`src/rtl/fsk_pkg.sv`:
```
// Shared constants for the FSK phase-control slice: register map, CTRL bits
// and the 5-bit x^5+x^3+1 LFSR step.
package fsk_pkg;

    localparam logic [1:0] ADDR_INC0   = 2'd0;
    localparam logic [1:0] ADDR_INC1   = 2'd1;
    localparam logic [1:0] ADDR_CTRL   = 2'd2;
    localparam logic [1:0] ADDR_RESYNC = 2'd3;

    localparam int CTRL_RUN_BIT = 0;
    localparam int CTRL_FSK_BIT = 1;

    localparam int LFSR_W      = 5;
    localparam int LFSR_TAP_A  = 0;
    localparam int LFSR_TAP_B  = 2;

    // Fibonacci step: feedback enters at the MSB, register shifts right.
    function automatic logic [LFSR_W-1:0] lfsr_next(input logic [LFSR_W-1:0] q);
        return {q[LFSR_TAP_A] ^ q[LFSR_TAP_B], q[LFSR_W-1:1]};
    endfunction

endpackage

```
`src/rtl/fsk_lfsr.sv`:
```
// 5-bit Fibonacci LFSR with step and reseed; shared with the downstream modulator.
module fsk_lfsr
    import fsk_pkg::*;
(
    input  logic              clk,
    input  logic              reset,
    input  logic              step,
    input  logic              reseed,
    input  logic [LFSR_W-1:0] seed,
    output logic [LFSR_W-1:0] q
);

    logic [LFSR_W-1:0] r_q;

    // Reseed wins over step so a resync never advances the sequence.
    always_ff @(posedge clk) begin
        if (reset) begin
            r_q <= seed;
        end else if (reseed) begin
            r_q <= seed;
        end else if (step) begin
            r_q <= lfsr_next(r_q);
        end else begin
            r_q <= r_q;
        end
    end

    assign q = r_q;

endmodule

```
`src/rtl/fsk_phase_ctrl.sv`:
```
// DDS control stage: symbol timer, LFSR modulation bit, and shadow/active
// phase increments that switch atomically on symbol boundaries.
module fsk_phase_ctrl
    import fsk_pkg::*;
#(
    parameter int unsigned         PHASE_W   = 32,
    parameter int unsigned         SYM_DIV   = 50000000,
    parameter logic [LFSR_W-1:0]   LFSR_SEED = 5'b00001,
    parameter logic [PHASE_W-1:0]  INC0_RST  = 32'd171800,
    parameter logic [PHASE_W-1:0]  INC1_RST  = 32'd343600
) (
    input  logic               clk,
    input  logic               reset,
    input  logic               cfg_wr,
    input  logic [1:0]         cfg_addr,
    input  logic [31:0]        cfg_wdata,
    output logic [31:0]        cfg_rdata,
    output logic [PHASE_W-1:0] phase_inc,
    output logic               dds_en,
    output logic               sym_tick,
    output logic               mod_bit,
    output logic [LFSR_W-1:0]  lfsr_q
);

    localparam int unsigned      CNT_W    = $clog2(SYM_DIV);
    localparam logic [CNT_W-1:0] CNT_LAST = CNT_W'(SYM_DIV - 1);

    logic [CNT_W-1:0]   r_cnt;
    logic               r_run;
    logic               r_fsk;
    logic [PHASE_W-1:0] r_sh0;
    logic [PHASE_W-1:0] r_sh1;
    logic [PHASE_W-1:0] r_act0;
    logic [PHASE_W-1:0] r_act1;
    logic [PHASE_W-1:0] r_phase;
    logic               r_tick;
    logic [31:0]        r_rdata;

    logic               w_wr_inc0;
    logic               w_wr_inc1;
    logic               w_wr_ctrl;
    logic               w_resync;
    logic               w_wrap;
    logic               w_load;
    logic               w_q0_next;
    logic [PHASE_W-1:0] w_act0_next;
    logic [PHASE_W-1:0] w_act1_next;
    logic [PHASE_W-1:0] w_phase_next;
    logic [31:0]        w_rdata;
    logic [LFSR_W-1:0]  w_lfsr_q;

    assign w_wr_inc0 = cfg_wr && (cfg_addr == ADDR_INC0);
    assign w_wr_inc1 = cfg_wr && (cfg_addr == ADDR_INC1);
    assign w_wr_ctrl = cfg_wr && (cfg_addr == ADDR_CTRL);
    assign w_resync  = cfg_wr && (cfg_addr == ADDR_RESYNC);
    assign w_wrap    = r_run && (r_cnt == CNT_LAST) && !w_resync;
    assign w_load    = w_wrap || !r_run;

    // Active copies load from the registered shadow, so a same-edge write lands one symbol later.
    assign w_act0_next = w_load ? r_sh0 : r_act0;
    assign w_act1_next = w_load ? r_sh1 : r_act1;
    // After a step the new q[0] is the old q[1], since the register shifts right.
    assign w_q0_next   = w_resync ? LFSR_SEED[0] : (w_wrap ? w_lfsr_q[1] : w_lfsr_q[0]);
    assign w_phase_next = (r_fsk && w_q0_next) ? w_act1_next : w_act0_next;

    fsk_lfsr u_lfsr (
        .clk    (clk),
        .reset  (reset),
        .step   (w_wrap),
        .reseed (w_resync),
        .seed   (LFSR_SEED),
        .q      (w_lfsr_q)
    );

    // Symbol counter: held at zero while stopped, cleared by resync.
    always_ff @(posedge clk) begin
        if (reset) begin
            r_cnt <= '0;
        end else if (w_resync || !r_run || (r_cnt == CNT_LAST)) begin
            r_cnt <= '0;
        end else begin
            r_cnt <= r_cnt + CNT_W'(1);
        end
    end

    // Bus-writable registers: CTRL and the two shadow increments.
    always_ff @(posedge clk) begin
        if (reset) begin
            r_run <= 1'b0;
            r_fsk <= 1'b0;
            r_sh0 <= INC0_RST;
            r_sh1 <= INC1_RST;
        end else begin
            if (w_wr_ctrl) begin
                r_run <= cfg_wdata[CTRL_RUN_BIT];
                r_fsk <= cfg_wdata[CTRL_FSK_BIT];
            end
            if (w_wr_inc0) begin
                r_sh0 <= cfg_wdata[PHASE_W-1:0];
            end
            if (w_wr_inc1) begin
                r_sh1 <= cfg_wdata[PHASE_W-1:0];
            end
        end
    end

    // Active increments, output increment and symbol pulse.
    always_ff @(posedge clk) begin
        if (reset) begin
            r_act0  <= INC0_RST;
            r_act1  <= INC1_RST;
            r_phase <= INC0_RST;
            r_tick  <= 1'b0;
        end else begin
            r_act0  <= w_act0_next;
            r_act1  <= w_act1_next;
            r_phase <= w_load ? w_phase_next : r_phase;
            r_tick  <= w_wrap;
        end
    end

    // Read-back mux.
    always_comb begin
        w_rdata = 32'd0;
        case (cfg_addr)
            ADDR_INC0:   w_rdata = 32'(r_sh0);
            ADDR_INC1:   w_rdata = 32'(r_sh1);
            ADDR_CTRL:   w_rdata = {30'd0, r_fsk, r_run};
            ADDR_RESYNC: w_rdata = {27'd0, w_lfsr_q};
            default:     w_rdata = 32'd0;
        endcase
    end

    // Registered read data.
    always_ff @(posedge clk) begin
        if (reset) begin
            r_rdata <= 32'd0;
        end else begin
            r_rdata <= w_rdata;
        end
    end

    assign cfg_rdata = r_rdata;
    assign phase_inc = r_phase;
    assign dds_en    = r_run;
    assign sym_tick  = r_tick;
    assign mod_bit   = w_lfsr_q[0];
    assign lfsr_q    = w_lfsr_q;

endmodule

```
`config.mk`:
```
export PLATFORM = sky130hd
export DESIGN_NAME = fsk_phase_ctrl
export DESIGN_NICKNAME = d
export VERILOG_FILES = /design/src/rtl/fsk_pkg.sv /design/src/rtl/fsk_lfsr.sv /design/src/rtl/fsk_phase_ctrl.sv
export SDC_FILE = /design/constraint.sdc
export NUM_CORES = 1
export LEC_CHECK = 0
export CAP_MARGIN = 0
export CORE_ASPECT_RATIO = 0.5
export CORE_MARGIN = 2
export CORE_UTILIZATION = 54
export CTS_BUF_LIST = sky130_fd_sc_hd__clkbuf_4 sky130_fd_sc_hd__clkbuf_8
export CTS_CLUSTER_SIZE = 28
export DETAILED_ROUTE_END_ITERATION = 10
export PLACE_DENSITY = 0.81
export SLEW_MARGIN = 0
export SYNTH_ARGS = -nofsm -noshare
export SYNTH_HDL_FRONTEND = slang
export SYNTH_HIERARCHICAL = 1
export SYNTH_SLANG_ARGS = --single-unit
```
`constraint.sdc`:
```
create_clock -name clk -period 2.5 [get_ports clk]
set_input_delay 0.5 -clock clk [delete_from_list [all_inputs] [get_ports clk]]
set_output_delay 0.5 -clock clk [all_outputs]
set_load 0.01 [all_outputs]
```
== After elaboration in Yosys (flattened, before gate mapping) ==
Cells that the tools add are included.

* $add $sub $neg: 1
* $mul: 0
* Div/mod/pow operators: 0
* Order comparisons: 0
* Equality and inequality tests: 4
* Shift-type cells: 0
* Mux-type cells: 6
* Bitwise gates (word level): 1
* Reductions and logical operators: 15

{| class="wikitable"
|+ Operator list
! cell !! count
|-
| case mux 32 bit (4 select lines) || 1
|-
| two-way mux 32 bit || 3
|-
| adder 26 x 1 -> 26 bit, second input constant || 1
|-
| == test 26 bit, second input constant || 1
|-
| logical AND 1 bit || 7
|-
| == test 2 bit, second input constant || 2
|-
| OR reduction 2 bit || 2
|-
| logical OR 1 bit || 3
|-
| == test 2 x 1 -> 1 bit, second input constant || 1
|-
| logical NOT 1 bit || 2
|-
| logical NOT 2 bit || 1
|-
| two-way mux 1 bit || 2
|-
| bitwise XOR 1 bit || 1
|}

* Flip-flop bits (word level): 226
* Latch bits: 0
* Bits in writable memories: 0
* Bits in read-only memories: 0
* Output and inout bits: 72
* Memories kept: 0

== Longest topological paths before layout ==
Gate-level depths: netlist of the first run.

* Word-level depth: 8
* Mapped depth: 9
* Depth with buffers taken out: 7

== Hierarchy ==
Netlist of the first run, hierarchy kept.

{| class="wikitable"
|+ Modules (own cells, without submodules)
! module !! instances !! cells each !! area each (µm²) !! sequential area each (µm²)
|-
| fsk_phase_ctrl || 1 || 707 || 6322.3 || 3143.0
|-
| fsk_lfsr || 1 || 13 || 232.7 || 150.1
|}

== Worst setup path after synthesis of the first run ==
Ideal clock, no wire load.

* Path kind: reg2reg
* From: register r_cnt[18]
* To: register r_phase[18] (netlist: phase_inc[18])
* Setup time: 146 ps
* Arrival time: 2065 ps
* Required time: 2354 ps
* Path slack: 289 ps
* Cell stages (with the launch flop): 8
* Buffers on the path: 1
* Period minus slack after synthesis: 2211 ps
* Cell sequence: dfxtp_1 or4_4 nor4_4 a31oi_1 a21boi_4 buf_6 mux2i_1 a211oi_2

* Word-level cells in the longest chain between the ends: 7
* Elaborated cells on any way between the ends: 10
* Those cells by class: 1 x eq/ne; 5 x mux; 4 x reduce/logical

{| class="wikitable"
|+ RTL lines
! element !! RTL line !! source
|-
| start: declaration || fsk_phase_ctrl.sv:28 || <nowiki>logic [CNT_W-1:0] r_cnt;</nowiki>
|-
| start signal: assignment || fsk_phase_ctrl.sv:82 || <nowiki>r_cnt <= r_cnt + CNT_W'(1);</nowiki>
|-
| == test 26 bit (*) || fsk_phase_ctrl.sv:56 || <nowiki>assign w_wrap = r_run && (r_cnt == CNT_LAST) && !w_resync;</nowiki>
|-
| logical AND 1 bit (*) (2 in series) || fsk_phase_ctrl.sv:56 ||
|-
| two-way mux 1 bit (2 in series) || fsk_phase_ctrl.sv:63 || <nowiki>assign w_q0_next = w_resync ? LFSR_SEED[0] : (w_wrap ? w_lfsr_q[1] : w_lfsr_q[0]);</nowiki>
|-
| logical AND 1 bit || fsk_phase_ctrl.sv:64 || <nowiki>assign w_phase_next = (r_fsk && w_q0_next) ? w_act1_next : w_act0_next;</nowiki>
|-
| two-way mux 32 bit || fsk_phase_ctrl.sv:64 ||
|-
| end signal: assignment || fsk_phase_ctrl.sv:117 || <nowiki>r_phase <= w_load ? w_phase_next : r_phase;</nowiki>
|-
| end: declaration || fsk_phase_ctrl.sv:35 || <nowiki>logic [PHASE_W-1:0] r_phase;</nowiki>
|}

Every way passes the cells marked *; elsewhere a longest branch is shown, timed or not.
A chain may end at the register's enable or synchronous reset.

== Worst setup path after layout of the first run ==
* From: register r_cnt[17]
* To: register r_phase[30] (netlist: phase_inc[30])

Same word-level chain as after synthesis.

==> results of run 1 <==
## final timing paths
check / startpoint / depth (start not counted) / slack, ps / end
hold reg to reg: r_sh1[24] / 2 / 480 / r_sh1[24]
hold / removal: reset / 2 / 470 / r_fsk
setup / recovery: r_cnt[17] / 8 / 6 / phase_inc[30]
setup reg to reg: r_cnt[17] / 8 / 6 / phase_inc[30]
## report_power, final
| group | leakage [nW] | internal [mW] | switching (mW) | total [mW] |
|---|---|---|---|---|
| combinational | 1.52 | 0.260 | 0.257 | 0.516 |
| sequential | 1.33 | 2.68 | 0.0608 | 2.74 |
| clock | 0.193 | 0.819 | 1.06 | 1.88 |
| total | 3.04 | 3.76 | 1.37 | 5.13 |
## cells by family (layout without fill, tap and decap cells)
kind of cell               after synthesis  count (layout)  synth area share
and+or+nand+nor                        319             319             0.222
buffers and inverters                   62             170            0.0422
adders and majority gates                1               1           0.00191
other                                    2               5           0.00115
muxes                                   62              62            0.0994
xor gates and xnor gates                24              24            0.0321
DFF                                    162             162             0.502
AOI/OAI and AO/OA                       88              88            0.0987
## timing repair
action                     4_1_cts  5_1_grt
buffers inserted                 0        3
pin swaps                        0        5
setup endpoints to repair        1       27
hold buffers                     0        0
cloned                           0        3
gates resized for setup          1        8
## layer usage
metal | vias to the layer above | part of all wire | routed length (um) | global-route usage
met4 | 0 | 0.010 | 167 | 0.0829
met2 | 166 | 0.50 | 8110 | 0.436
li1 | 2633 | - | - | -
met3 | 21 | 0.053 | 849 | 0.0490
met1 | 2631 | 0.43 | 7020 | 0.297
met5 | - | 0 | 0 | 0
## cells in the mapped netlist, types with 2 or more instances
library cell  number  share of area
a211oi_1          12          0.014
nand3_1           13         0.0099
a21oi_1           47          0.036
buf_4              2         0.0023
mux2_2             5         0.0086
nor2b_1            2         0.0019
buf_2             11         0.0084
xnor2_1           10          0.013
nand2_1          134          0.077
or3_1              5         0.0048
a211oi_2          20          0.038
dfxtp_1          157           0.48
buf_6              3         0.0052
clkbuf_1          39          0.022
edfxtp_1           5          0.023
nor4_1            10         0.0095
nand3b_1          20          0.023
inv_1              3         0.0017
nor3_1            23          0.018
a31oi_1            4         0.0038
nand4_1            5         0.0048
mux2i_1           55          0.084
mux4_2             2         0.0069
and3_1             6         0.0057
nor2_1            90          0.052
xor2_1            14          0.019
conb_1             2         0.0011
buf_1              4         0.0023
## cells in the final DEF, fill, tap and decap left out, drive strengths merged, types with 4 or more instances in the layout
master | netlist | final
nand4 | 5 | 5
a211oi | 32 | 32
clkbuf | 39 | 19
xnor2 | 10 | 10
clkinv | 0 | 5
a21oi | 47 | 47
and3 | 6 | 6
mux2i | 55 | 55
inv | 3 | 10
nand3 | 14 | 14
nor3 | 23 | 23
nor4 | 11 | 11
edfxtp | 5 | 5
dfxtp | 157 | 157
mux2 | 5 | 5
nor2 | 91 | 91
conb | 2 | 5
nand2 | 134 | 134
xor2 | 14 | 14
buf | 20 | 27
nand3b | 20 | 20
or3 | 5 | 5
a31oi | 4 | 4
clkdlybuf4s50 | 0 | 106
## area by class of cell
class                   instances  area, um^2  area share
inverters                       3        11.3     0.00135
multi-input cells             499        3050       0.365
well taps                     165         206      0.0247
clock buffers                  17         234      0.0280
flip-flops and latches        162        3290       0.395
clock inverters                15         150      0.0180
repair buffers                135        1400       0.168
## stage by stage
stage / worst slack (ps) / hold WS [ps] / cell area [um^2]
floorplan: 289 / 430 / 6570
global placement: 119 / 445 / 7830
detailed placement: 44.6 / 460 / 7830
CTS: 25.1 / 437 / 8220
global route: -77.2 / 467 / 8350
finish: 6.32 / 474 / 8350
## worst reg2reg max path, cell delays in order, from the launching register on
cell and delay [ps]:
dfxtp_1 390, or4b_4 490, nor4_4 410, a31oi_2 180, a21boi_4 200, buf_12 150
buf_12 150, mux2i_2 270, a211oi_2 120
## state kept, by name (all words and copies together) (netlist names)
name,cells
r_sh1,32
r_fsk,1
r_cnt,26
sym_tick,1
u_lfsr/q,5
r_sh0,32
phase_inc,32
cfg_rdata,32
dds_en,1
==> flow_metrics.py, run 1 <==
metrics = {
    "clock_tree": {
        "cts_sinks": 162,
        "cts_root_buffer": "clkbuf_8",
        "htree_levels": 4,
        "insertion_delay_ps": 450,
        "clk_pin_slew_ps": 100,
        "cts_buffers": 17,
        "cts_tree": "built",
        "cts.path.max_buffers": 2,
    },
    "die": {
        "boundaryPins": 109,
        "core_um2": 11800,
        "die_area_um2": 13100,
        "initial_utilization": 0.554,
        "die_h_um": 81.9,
        "fp.dieW_um": 160,
        "placementRows": 28,
    },
    "route": {
        "ant_nets": 0,
        "wl_per_cell_um": 16.2,
        "drt-initial-drc-count": 397,
        "drtPass1Iterations": 7,
        "viasPerCell": 5.47,
        "drc": 0,
        "finalWirelength_um": 16100,
        "vias": 5451,
    },
    "critical_path": {
        "worst-endpoint-required_ps": 2810,
        "critPathTopFamily": "simple AND/OR/NAND/NOR gates",
        "worstSetupPathType": "register to register",
        "critPathCaptureType": "register",
        "cp.buffers_inverters": 2,
        "crit_chain": "or4b_4, nor4_4, a31oi_2, a21boi_4, buf_12, buf_12, mux2i_2, a211oi_2",
        "critPathMaxFanout": 10,
        "crit_top_cell": "buf_12",
        "cpPeakStageDelay_ps": 490,
        "crit_arrival_ps": 2800,
        "start_kind": "register",
        "cpMaxStageDelayCell": "or4b_4",
    },
    "status": {
        "status": "completed",
    },
    "yosys": {
        "synth_seq_cells": 162,
        "syn_avg_cell_area_um2": 9.10,
        "async_reset_ff_frac": 0,
        "synth-edff-count": 5,
        "synth-seq-area-share": 0.502,
        "synth_cell_type_count": 45,
        "synth_ff_type": "dfxtp_1",
        "netlist_instances": 720,
        "synthesis.area_um2": 6560,
        "synth_warnings": 6,
    },
    "timing": {
        "fmax_mhz": 401,
        "tightest_slew_ps": 752,
        "setup_viol": 0,
        "skew_ps": 12.3,
        "period_share": 0.997,
        "hold_violations": 0,
        "relSlewSlack": 0.494,
        "fin_setup_tns_ps": 0,
        "slew_violations": 0,
        "fin_crit_ps": 2490,
    },
    "cells_and_area": {
        "n_antenna_cell": 0,
        "syn_to_final_growth_pct": 27.4,
        "fin_cells": 996,
        "nFillCells": 908,
        "utilization": 0.705,
        "drive_gt1_frac": 0.128,
        "nets": 856,
    },
    "placed_design": {
        "globalplace.congestion": 0.794,
        "dp.cells": 958,
        "dp_hpwl_um": 10200,
        "io_buffers": 108,
    },
    "power": {
        "powerDensity_nw_per_um2": 615,
        "power_mw": 5.13,
        "p_leak_nw": 3.04,
        "ir_drop_mv": 0.309,
    },
    "hold_path": {
        "hold_path_class": "input pin to register",
    },
    "global_route": {
        "grt_pass1_vias": 5171,
        "track_usage": 0.242,
        "grt_max_degree": 61,
        "grt_pass1_wl_um": 25000,
        "antenna_found_initial": 0,
        "gr-total-overflow": 0,
    },
    "flow_run": {
        "cap_violations": 0,
    },
}
Note: power is estimated with default switching activity, not from simulation.
==> inputs of run 2 (changes only) <==
- ABC_CLOCK_PERIOD_IN_PS: not set -> 2500
- CORE_UTILIZATION: 54 -> 30
- PLACE_DENSITY: 0.81 -> not set
==> run 2 against run 1 <==
Effect of this change:
- setup slack improved by 120 ps
- power is 2.9% higher
- sequential share of layout area fell by 0.38 points
- clock-buffer cell count up 2
- clock power rose by 8%
- global-route usage fell by 9.5 points
- cell area increased by 0.94%
- non-clock buffer count fell by 6
- critical endpoint is now phase_inc[19]
- first-iteration DRC count decreased by 35%
==> flow_metrics.py, run 2 (synthesis gave the netlist of run 1 again) <==
metrics = {
    "route": {
        "vias": 5296,
        "wl_met3_um": 830,
        "finalWirelength_um": 17200,
        "drc": 0,
        "wl_met1_um": 7710,
        "top_layer_used": "met4",
        "wl_per_cell_um": 15.3,
        "drtPass1Iterations": 5,
        "ant_nets": 0,
        "wl_met2_um": 8490,
        "viasPerCell": 4.71,
        "drt-initial-drc-count": 258,
    },
    "clock_tree": {
        "cts_buffers": 17,
        "ctsHoldBuffers": 0,
        "cts_root_buffer": "clkbuf_8",
        "cts_sinks": 162,
        "cts.path.max_buffers": 2,
        "cts_tree": "built",
        "htree_levels": 4,
        "insertion_delay_ps": 460,
        "clk_pin_slew_ps": 90,
    },
    "power": {
        "p_leak_nw": 3.01,
        "p_seq_frac": 0.519,
        "powerDensity_nw_per_um2": 627,
        "ir_drop_mv": 0.394,
        "internal_power_mw": 3.90,
        "power.share.combinational": 0.096,
        "power_mw": 5.28,
        "power_frac_clock": 0.385,
        "power.switching_mw": 1.39,
        "swShare": 0.262,
    },
    "placed_design": {
        "dp.cells": 1090,
        "dpl_cell_area_um2": 7940,
        "dp_hpwl_um": 10800,
        "io_buffers": 108,
        "place_ws_ps": 73.9,
        "globalplace.congestion": 0.791,
    },
    "die": {
        "boundaryPins": 109,
        "initial_utilization": 0.304,
        "die_area_um2": 23100,
        "core_um2": 21500,
        "fp.dieW_um": 213,
        "die_h_um": 109,
        "placementRows": 38,
    },
    "cells_and_area": {
        "drive_gt1_frac": 0.112,
        "fin_cells": 1125,
        "postLayoutCellArea_um2": 8430,
        "syn_to_final_growth_pct": 28.6,
        "nFillCells": 2178,
        "layout_common_cells": "dfxtp_1, nand2_1, clkdlybuf4s50_1",
        "n_antenna_cell": 0,
        "layout_commonest_cell": "dfxtp_1",
        "nets": 850,
    },
    "flow_run": {
        "cap_violations": 0,
    },
    "timing": {
        "fin_setup_tns_ps": 0,
        "hold_violations": 0,
        "skew_ps": 18.0,
        "fmax_mhz": 421,
        "rsz0062_at_grt": "false",
        "tightest_slew_ps": 759,
        "setup_slack_ps": 126,
        "slew_violations": 0,
        "setup_viol": 0,
        "relSlewSlack": 0.494,
        "period_share": 0.950,
        "fin_crit_ps": 2370,
    },
    "global_route": {
        "grt_pass1_wl_um": 26200,
        "track_usage": 0.147,
        "gr-total-overflow": 0,
        "grt_max_degree": 90,
        "antenna_found_initial": 0,
        "grt_pass1_vias": 4930,
    },
    "critical_path": {
        "critPathCaptureType": "register",
        "worst-endpoint-required_ps": 2830,
        "worstSetupPathType": "register to register",
        "crit_arrival_ps": 2700,
        "critPathMaxFanout": 11,
        "start_kind": "register",
    },
    "hold_path": {
        "hold_path_class": "register to register",
    },
    "status": {
        "status": "completed",
    },
}
run 2: cell count changes in the layout (fill, tap and decap cells not counted), moves of 2 or more:
cell,change
a211oi_1,+2
a211oi_2,-2
buf_12,-3
buf_4,-2
clkinv_2,-2
nor4_1,+2
nor4_2,-2
run 2: routing by layer:
metal  up-vias  GRT usage
li1       2612          -
met1      2552      0.185
met2       119      0.255
met3        13     0.0372
met4         0     0.0330
met5         -          0
run 2: final timing paths:
path / from / endpoint / slack, ps / depth (start not counted)
worst min register to register: r_cnt[0] / r_cnt[0] / 460 / 1
worst min-delay path: r_cnt[0] / r_cnt[0] / 460 / 1
worst max-delay path: r_cnt[18] / phase_inc[19] / 130 / 8
worst max register to register: r_cnt[18] / phase_inc[19] / 130 / 8
run 2: what timing repair did:
action / in CTS / in global routing
buffers inserted: 0 / 1
endpoints found under the setup margin: 0 / 19
gates resized for setup: 0 / 1
run 2: stage by stage:
step | hold slack (ps) | util
global placement | 442 | 0.369
global route | 449 | 0.391
finish | 464 | 0.391
floorplan | 430 | -
detailed placement | 451 | 0.369
CTS | 437 | 0.388
run 2: worst max-delay path, cell delays in order, from the launching register on:
cell and delay (ps):
dfxtp_1 360, or4_4 560, nor4_4 330, a31oi_1 180, a21boi_4 190, buf_12 140, buf_12 160, mux2i_1 230
a211oi_2 90
run 2: power by group through the flow:
stage	clock (mW)	sequential [mW]	combinational, mW
global placement	0	2.80	0.496
finish	2.03	2.74	0.507
detailed placement	0	2.80	0.504
floorplan	0	2.81	0.251
CTS	2.09	2.74	0.506
global route	2.21	2.75	0.548
run 2: cell type report:
type,instances,area [um^2],area share
flip-flops and latches,162,3290,0.391
clock buffers,19,255,0.0303
repair buffers,129,1320,0.156
well taps,300,375,0.0445
inverters,3,11.3,0.00134
multi-input cells,499,3010,0.358
clock inverters,13,163,0.0193
==> inputs of run 3 (changes only) <==
- ABC_CLOCK_PERIOD_IN_PS: 2500 -> 2600
- SYNTH_HIERARCHICAL: 1 -> not set
- clock period: 2.5 -> 2.6 ns (I/O delays scaled with it)
==> run 3 against run 2 <==
Effect of this change:
- sequential power shrank 5%
- the flow now finishes with violations (negative setup slack)
- clock power shrank 5%
- synthesized cell count rose by 8.1%
- largest cell class unchanged
- critical endpoint is now phase_inc[29]
- maximum frequency decreased by 10%
==> flow_metrics.py, run 3 <==
metrics = {
    "critical_path": {
        "critPathMaxFanout": 6,
        "critPathTopFamily": "simple AND/OR/NAND/NOR gates",
        "worstSetupPathType": "register to register",
        "cpMaxStageDelayCell": "or4_4",
        "reg2reg_from": "r_cnt[18]",
        "cp.buffers_inverters": 4,
        "path_depth": 9,
        "r2r_slack_ps": -50,
        "cp-startpoint": "r_cnt[18]",
        "endpoint": "phase_inc[29]",
        "crit_arrival_ps": 3030,
        "worst-endpoint-required_ps": 2970,
        "crit_chain": "or4b_1, or4_4, buf_6, nor4_4, buf_4, buf_6, clkbuf_16, o31ai_2, a311oi_1",
        "cpPeakStageDelay_ps": 560,
        "start_kind": "register",
        "rr_worst_depth": 9,
        "r2r_end": "phase_inc[29]",
        "crit_top_cell": "buf_6",
        "critPathCaptureType": "register",
    },
    "yosys": {
        "synthSimpleGateAreaFrac": 0.231,
        "synthAdderAreaFrac": 0.00185,
        "netlist_instances": 778,
        "synth-seq-area-share": 0.481,
        "yosysTopAreaCellShare": 0.481,
        "synth.most_common_cell": "dfxtp_1",
        "synth.top_cells.by_count": "dfxtp_1, nand2_1, nor2_1, clkbuf_1, a21oi_1",
        "synth-edff-count": 0,
        "synth.area.mux_share": 0.0601,
        "synth_warnings": 0,
        "synth_largest_area_cell": "dfxtp_1",
        "synth_seq_cells": 162,
        "synthesis.area_um2": 6750,
        "synth-xor-area-share": 0.0299,
        "async_reset_ff_frac": 0,
        "syn_avg_cell_area_um2": 8.67,
        "synth_top_family_by_area": "simple AND/OR/NAND/NOR gates",
        "synth_compound_area_frac": 0.144,
        "synthesis.nets": 816,
        "synth_ff_type": "dfxtp_1",
        "synthTopCellsByArea": "dfxtp_1, nand2_1, nor2_1",
        "synth_cell_type_count": 48,
    },
    "clock_tree": {
        "cts_buffers": 17,
        "ctsHoldBuffers": 0,
        "cts.path.max_buffers": 2,
        "insertion_delay_ps": 470,
        "clk_pin_slew_ps": 90,
        "cts_tree": "built",
        "htree_levels": 4,
        "cts_root_buffer": "clkbuf_8",
        "cts_sinks": 162,
    },
    "route": {
        "drt-initial-drc-count": 428,
        "ant_nets": 0,
        "drc": 0,
        "finalWirelength_um": 19500,
        "viasPerCell": 5.04,
        "drtPass1Iterations": 7,
        "vias": 6008,
        "wl_per_cell_um": 16.3,
    },
    "die": {
        "placementRows": 38,
        "initial_utilization": 0.308,
        "die_h_um": 110,
        "fp.dieW_um": 216,
        "core_um2": 21900,
        "boundaryPins": 109,
        "die_area_um2": 23800,
    },
    "global_route": {
        "grt_pass1_vias": 5793,
        "grt_max_degree": 52,
        "antenna_found_initial": 0,
        "track_usage": 0.160,
        "grt_pass1_wl_um": 29800,
        "gr-total-overflow": 0,
    },
    "timing": {
        "rsz0062_at_grt": "true",
        "fin_setup_tns_ps": -143,
        "holdWs_ps": 477,
        "fin_crit_ps": 2650,
        "skew_ps": 14.6,
        "hold_violations": 0,
        "relSlewSlack": 0.185,
        "setup_slack_ps": -52.5,
        "setup_viol": 7,
        "period_share": 1.02,
        "tightest_slew_ps": 1220,
        "slew_violations": 0,
        "fmax_mhz": 377,
    },
    "hold_path": {
        "hold_path_class": "register to register",
    },
    "cells_and_area": {
        "n_antenna_cell": 0,
        "fin_cells": 1191,
        "nFillCells": 2188,
        "nets": 916,
        "drive_gt1_frac": 0.118,
        "postLayoutCellArea_um2": 8880,
        "layout_common_cells": "dfxtp_1, nand2_1, nor2_1",
        "layout_commonest_cell": "dfxtp_1",
        "syn_to_final_growth_pct": 31.6,
    },
    "power": {
        "p_leak_nw": 3.19,
        "power_mw": 4.98,
        "ir_drop_mv": 0.327,
        "powerDensity_nw_per_um2": 560,
    },
    "flow_run": {
        "cap_violations": 0,
    },
    "placed_design": {
        "io_buffers": 108,
        "dpl_cell_area_um2": 8260,
        "globalplace.congestion": 0.787,
        "dp_hpwl_um": 12100,
        "dp.cells": 1148,
    },
    "status": {
        "status": "complete, but fails checks",
        "violations": "negative setup slack",
    },
}
## run 3: cell types whose count changed in the layout (fill, tap and decap cells not counted), sizes merged, moves of 19 or more
cell    previous run  this run
o31ai              0        24
a211oi            32         1
buf               21        49
a311oi             0        23
nand4              5        32
mux2i             55        36
## run 3: cell type report
class                      count  area, um^2  area share
sequential                   162        3250       0.366
multi-input combinational    534        3200       0.360
timing repair buffer         159        1630       0.184
tap                          300         375      0.0423
clock buffer                  22         284      0.0320
clock inverter                10         126      0.0142
inverter                       4        15.0     0.00169
## run 3: worst register-to-register path: cells and delay by family, from the launching register on
kind,cells,cell delay (ps)
simple gates,3,1290
buf+inv,4,580
compound gates,2,360
flops,1,330
## run 3: timing repair
item	4_1_cts	5_1_grt
pin swaps	11	21
setup endpoints to repair	32	32
cloned	2	3
setup buffers	2	5
resized for setup	6	12
## run 3: logic make-up (layout without fill, tap and decap cells)
| family | Yosys count | after routing |
|---|---|---|
| multiplexers | 38 | 38 |
| buffers and inverters | 82 | 195 |
| AO/OA/AOI/OAI | 133 | 133 |
| XOR/XNOR | 23 | 23 |
| adder cells (fa/ha/maj) | 1 | 1 |
| flip-flops | 162 | 162 |
| AND/OR/NAND/NOR | 339 | 339 |
## run 3: worst min-delay path by stage
stage	cells after the start	startpoint	slack, ps	to
3_3_place_gp	1	r_cnt[0]	460	r_cnt[0]
6_report	2	r_sh1[26]	480	r_sh1[26]
5_1_grt	2	r_sh1[0]	490	r_sh1[0]
2_1_floorplan	1	r_cnt[0]	440	r_cnt[0]
4_1_cts	2	reset	470	cfg_rdata[2]
3_5_place_dp	2	r_sh0[27]	460	r_sh0[27]
## run 3: per-stage QoR
step / utilization / setup WS, ps
final: 0.406 / -52.5
after global placement: 0.378 / -63.8
after detailed placement: 0.378 / -162
after CTS: 0.399 / 7.31
after global routing: 0.406 / -109
after floorplan: - / 19.7
## run 3: per-layer routing
layer | vias to the layer above | wire (um) | GRT usage
met5 | - | 0 | 0
met4 | 0 | 306 | 0.0558
met3 | 23 | 758 | 0.0326
met2 | 127 | 9570 | 0.280
met1 | 2925 | 8820 | 0.198
li1 | 2933 | - | -
## run 3: report_power, final
group	leakage (nW)	switching, mW	internal (mW)
clock network	0.206	0.976	0.948
logic	1.67	0.229	0.215
registers	1.32	0.0519	2.55
